<file path="src/rtl/serial_subtractor.sv">
// Digit-serial subtractor: diff = a - b - borrow_in, DIGIT bits per clock, LSB digit first.
// Operands are captured on start; results, borrow and flags update only on the completion edge.
module serial_subtractor #(
    parameter int unsigned WIDTH = 16,
    parameter int unsigned DIGIT = 4
) (
    input  logic             clk,
    input  logic             rst_n,
    input  logic             start,
    input  logic [WIDTH-1:0] a,
    input  logic [WIDTH-1:0] b,
    input  logic             borrow_in,
    output logic             busy,
    output logic             done,
    output logic [WIDTH-1:0] diff,
    output logic             borrow_out,
    output logic             zero,
    output logic             overflow
);

    localparam int unsigned N  = WIDTH / DIGIT;
    localparam int unsigned CW = (N > 1) ? $clog2(N) : 1;

    localparam logic [0:0] IDLE = 1'b0;
    localparam logic [0:0] RUN  = 1'b1;

    logic [0:0]       state_q, state_d;
    logic [CW-1:0]    cnt_q, cnt_d;
    logic [WIDTH-1:0] a_q, a_d, b_q, b_d;
    logic             c_q, c_d;
    logic             busy_d, done_d, borrow_d, zero_d, overflow_d;
    logic [WIDTH-1:0] diff_d;

    logic [DIGIT-1:0] dig;
    logic [DIGIT:0]   chain;
    logic [WIDTH-1:0] result;

    // Full-subtractor ripple across the current low digit.
    always_comb begin
        chain    = '0;
        dig      = '0;
        chain[0] = c_q;
        for (int i = 0; i < int'(DIGIT); i++) begin
            dig[i]     = a_q[i] ^ b_q[i] ^ chain[i];
            chain[i+1] = (~a_q[i] & chain[i]) | (~a_q[i] & b_q[i]) | (b_q[i] & chain[i]);
        end
    end

    // Earlier digits accumulate from the top; the final digit completes the word.
    if (N == 1) begin : g_single
        assign result = dig;
    end else begin : g_multi
        localparam int unsigned PW = WIDTH - DIGIT;
        logic [PW-1:0] part_q;
        logic [PW-1:0] part_nxt;

        if (N == 2) begin : g_two
            assign part_nxt = dig;
        end else begin : g_deep
            assign part_nxt = {dig, part_q[PW-1:DIGIT]};
        end

        always_ff @(posedge clk or negedge rst_n) begin
            if (!rst_n) begin
                part_q <= '0;
            end else if (state_q == RUN) begin
                part_q <= part_nxt;
            end
        end

        assign result = {dig, part_q};
    end

    always_comb begin
        state_d    = state_q;
        cnt_d      = cnt_q;
        a_d        = a_q;
        b_d        = b_q;
        c_d        = c_q;
        busy_d     = busy;
        done_d     = 1'b0;
        diff_d     = diff;
        borrow_d   = borrow_out;
        zero_d     = zero;
        overflow_d = overflow;
        case (state_q)
            IDLE: begin
                if (start) begin
                    state_d = RUN;
                    cnt_d   = '0;
                    a_d     = a;
                    b_d     = b;
                    c_d     = borrow_in;
                    busy_d  = 1'b1;
                end
            end
            RUN: begin
                a_d   = a_q >> DIGIT;
                b_d   = b_q >> DIGIT;
                c_d   = chain[DIGIT];
                cnt_d = cnt_q + CW'(1);
                if (cnt_q == CW'(N - 1)) begin
                    // Top digit is in the low bits now, so a_q/b_q[DIGIT-1] are the operand sign bits.
                    state_d    = IDLE;
                    cnt_d      = '0;
                    busy_d     = 1'b0;
                    done_d     = 1'b1;
                    diff_d     = result;
                    borrow_d   = chain[DIGIT];
                    zero_d     = (result == '0);
                    overflow_d = (a_q[DIGIT-1] != b_q[DIGIT-1]) && (result[WIDTH-1] != a_q[DIGIT-1]);
                end
            end
            default: begin
                state_d = IDLE;
                busy_d  = 1'b0;
            end
        endcase
    end

    always_ff @(posedge clk or negedge rst_n) begin
        if (!rst_n) begin
            state_q    <= IDLE;
            cnt_q      <= '0;
            a_q        <= '0;
            b_q        <= '0;
            c_q        <= 1'b0;
            busy       <= 1'b0;
            done       <= 1'b0;
            diff       <= '0;
            borrow_out <= 1'b0;
            zero       <= 1'b0;
            overflow   <= 1'b0;
        end else begin
            state_q    <= state_d;
            cnt_q      <= cnt_d;
            a_q        <= a_d;
            b_q        <= b_d;
            c_q        <= c_d;
            busy       <= busy_d;
            done       <= done_d;
            diff       <= diff_d;
            borrow_out <= borrow_d;
            zero       <= zero_d;
            overflow   <= overflow_d;
        end
    end

endmodule

</file>
<file path="config.mk">
export PLATFORM = sky130hd
export DESIGN_NAME = serial_subtractor
export DESIGN_NICKNAME = d
export VERILOG_FILES = /design/src/rtl/serial_subtractor.sv
export SDC_FILE = /design/constraint.sdc
export NUM_CORES = 1
export LEC_CHECK = 0
export BUFFER_PORTS_ARGS = -buffer_cell sky130_fd_sc_hd__buf_2
export CORE_MARGIN = 1
export CORE_UTILIZATION = 55
export CTS_CLUSTER_SIZE = 40
export DETAILED_ROUTE_END_ITERATION = 16
export GPL_TIMING_DRIVEN = 0
export PLACE_DENSITY = 0.75
export REMOVE_ABC_BUFFERS = 1
export SYNTH_ARGS = -nofsm -noshare
export SYNTH_HDL_FRONTEND = slang
export SYNTH_SLANG_ARGS = --single-unit
</file>
<file path="constraint.sdc">
create_clock -name clk -period 3 [get_ports clk]
set_input_delay 0.15 -clock clk [delete_from_list [all_inputs] [get_ports clk]]
set_output_delay 0.15 -clock clk [all_outputs]
set_load 0.02 [all_outputs]
</file>
==> impl_metrics.json <==
{
  "finish.instance_area_sq_um": 3520,
  "path_class": "flip-flop to flip-flop",
  "fin_nets": 341,
  "setup.worst_path.end_class": "flip-flop",
  "ys_top_cells_by_area": "sky130_fd_sc_hd__dfrtp_1, sky130_fd_sc_hd__mux2i_1, sky130_fd_sc_hd__mux2_2, sky130_fd_sc_hd__o21ai_0, sky130_fd_sc_hd__nand2_1",
  "final_min_period_over_clock_period_pct": 87.8,
  "core-area_sq_um": 5200,
  "leakage_nw": 1.77,
  "final-setup-viol-count": 0,
  "die_area_sq_um": 5770,
  "report.final.hold_viol_count": 0,
  "insertedDiodeCount": 0,
  "numCtsBuffers": 9,
  "global_route_wire_length_before_repair_mm": 8.19,
  "grt_pass1_vias": 1801,
  "timing.critical_path.from_type": "flip-flop",
  "post-place-cells": 357,
  "ios": 57,
  "drt_pre_antenna_iters": 4,
  "detailed_route_wl_mm": 4.92,
  "synth_area_per_cell_sq_um": 12.3,
  "clk_path_buf_depth": 2,
  "viasPerCell": 4.96,
  "power.density_cell_area_nw_per_um2": 1090,
  "dieHeight_um": 76.0,
  "via_count": 1855,
  "worst_ir_drop_vdd_mv": 0.504,
  "finalWeightedCongestion": 0.728,
  "dr.first_iter.drc_count": 82,
  "cts.sink_count": 69,
  "detailed_place_hpwl_mm": 3.24,
  "maximum_number_of_pins_on_one_net_before_global_route_repair": 70,
  "ant_nets": 0,
  "ys_ff_latch": 69,
  "synthDistinctLibCells": 26,
  "rsz0062_at_grt": "false",
  "final_layout_size_suffix_gt1_share_pct": 31.6,
  "finClkSkew_ns": 0.00546,
  "proportion_of_synthesized_chip_area_in_sequential_cells_pct": 57.4,
  "rows": 26,
  "post-synth-top-area-fraction_pct": 57.4,
  "holdBufCountCts": 1,
  "path_clk_slew_ns": 0.07,
  "max_freq_mhz": 380,
  "worst-r2r-setup-slack_ns": 0.37,
  "cts_tree": "built",
  "horizontal_extent_of_the_die_um": 76.0,
  "status": "finished, final reports clean",
  "timing.max_slew.rel_slack_pct": 31.7,
  "cts.root.buffer_cell": "sky130_fd_sc_hd__clkbuf_8",
  "timing.critical_path.arrival_ns": 2.88,
  "multiInputGateArea_sq_um": 1130,
  "placed_cell_area_sq_um": 3300,
  "area.sequential_sq_um": 1730,
  "port_buffers": 56,
  "worstPathRequired_ns": 3.25,
  "layout_commonest_cell": "sky130_fd_sc_hd__dfrtp_1",
  "fillerInstances": 384,
  "htree_levels": 3,
  "area_growth_syn_to_layout_pct": 16.8,
  "cts_resized": 0,
  "wire_per_inst_um": 13.2,
  "hold_crit_path_type": "primary input to flip-flop",
  "grtUsageTotal_pct": 18.4,
  "crit_fanout": 4,
  "report.final.slew_viol_count": 0,
  "syn_area_sq_um": 3010,
  "global_route.overflow_total": 0,
  "finalPower_mw": 3.83,
  "maxCapViolations": 0,
  "grt_antenna_before_repair": 0,
  "finalNonFillerCells": 374,
  "initial_core_util_pct": 57.8,
  "postCtsSetupBuffers": 0,
  "synth_cells": 244,
  "clock_insertion_delay_worst_skew_ns": 0.33,
  "mostFrequentLayoutCells": "sky130_fd_sc_hd__dfrtp_1, sky130_fd_sc_hd__buf_2, sky130_fd_sc_hd__mux2i_1, sky130_fd_sc_hd__nand2_1, sky130_fd_sc_hd__o21ai_0",
  "slew_at_the_pin_with_the_worst_max_slew_slack_ns": 1.02,
  "final_period_minus_worst_setup_slack_ns": 2.63,
  "synth_area_leader_cell": "sky130_fd_sc_hd__dfrtp_1",
  "drcViolationCount": 0,
  "ys.warnings.count": 0
}
stage by stage:
step | hold slack, ns | worst slack (ns) | util (%) | setup TNS (ns)
floorplan | -0.146 | 0.645 | - | 0
global placement | 0.394 | -0.0632 | 62.9 | -0.646
detailed placement | 0.318 | 0.354 | 63.3 | 0
CTS | 0.0482 | 0.310 | 67.6 | 0
global route | 0.0479 | 0.136 | 67.6 | 0
finish | 0.0567 | 0.366 | 67.6 | 0
Yosys cell counts (all sizes together):
library cell / instances
nand4: 1
nor4bb: 1
o31ai: 1
a21oi: 1
a211oi: 1
mux2: 22
buf: 12
a22o: 1
mux2i: 35
xnor2: 1
inv: 12
clkbuf: 2
nor4: 3
nand2: 32
dfrtp: 69
o22ai: 1
nand2b: 1
ha: 2
fa: 4
nor2: 11
nor2b: 1
o21ai: 30
worst paths after layout:
kind | from | endpoint | depth (start not counted)
worst min-delay path | b[15] | b_q[15] | 3
max in group asynchronous | rst_n | state_q | 2
min in group asynchronous | rst_n | diff[7] | 2
worst max-delay path | b_q[0] | zero | 10
worst max register to register | b_q[0] | zero | 10
worst min register to register | diff[14] | diff[14] | 2
state kept, by name, summed over array words and instances, names as in the netlist:
name / cells
cnt_q: 2
state_q: 1
busy: 1
g_multi.part_q: 12
borrow_out: 1
b_q: 16
c_q: 1
diff: 16
a_q: 16
done: 1
zero: 1
overflow: 1
report_power, final:
group / switching, mW / total, mW / internal, mW
Sequential: 0.278 / 1.61 / 1.33
Clock: 0.327 / 0.779 / 0.451
Combinational: 0.743 / 1.44 / 0.692
Total: 1.35 / 3.83 / 2.48
kinds of logic after synthesis:
family	after synthesis	share of synthesized area, %
buffers and inverters	26	5.03
flip-flops	69	57.4
XOR/XNOR	1	0.291
AO/OA/AOI/OAI	35	6.15
multiplexers	57	20.5
AND/OR/NAND/NOR	50	7.19
adder cells (fa/ha/maj)	6	3.49
worst max-delay path, cell delays in order, from the launching register on:
cell,delay (ns)
sky130_fd_sc_hd__dfrtp_1,0.38
sky130_fd_sc_hd__inv_1,0.08
sky130_fd_sc_hd__fa_1,0.17
sky130_fd_sc_hd__inv_1,0.05
sky130_fd_sc_hd__fa_1,0.37
sky130_fd_sc_hd__fa_1,0.37
sky130_fd_sc_hd__inv_1,0.10
sky130_fd_sc_hd__fa_1,0.48
sky130_fd_sc_hd__nor4_1,0.24
sky130_fd_sc_hd__nand4_1,0.13
sky130_fd_sc_hd__o21ai_0,0.18
routing by layer:
layer  global-route usage, %  wire length (um)
met5                       0                 0
met4                    10.4                70
met3                    5.03               261
met2                    29.1              2280
met1                    23.1              2310
final cells by class:
type                    instances  share of cell area, %
well taps                      70                   2.49
repair buffers                 58                   8.89
clock inverters                 3                   1.21
clock buffers                  13                   4.80
flip-flops and latches         69                   49.1
multi-input cells             149                   32.2
inverters                      12                   1.28
No activity file was read; power rests on OpenSTA's default activity.
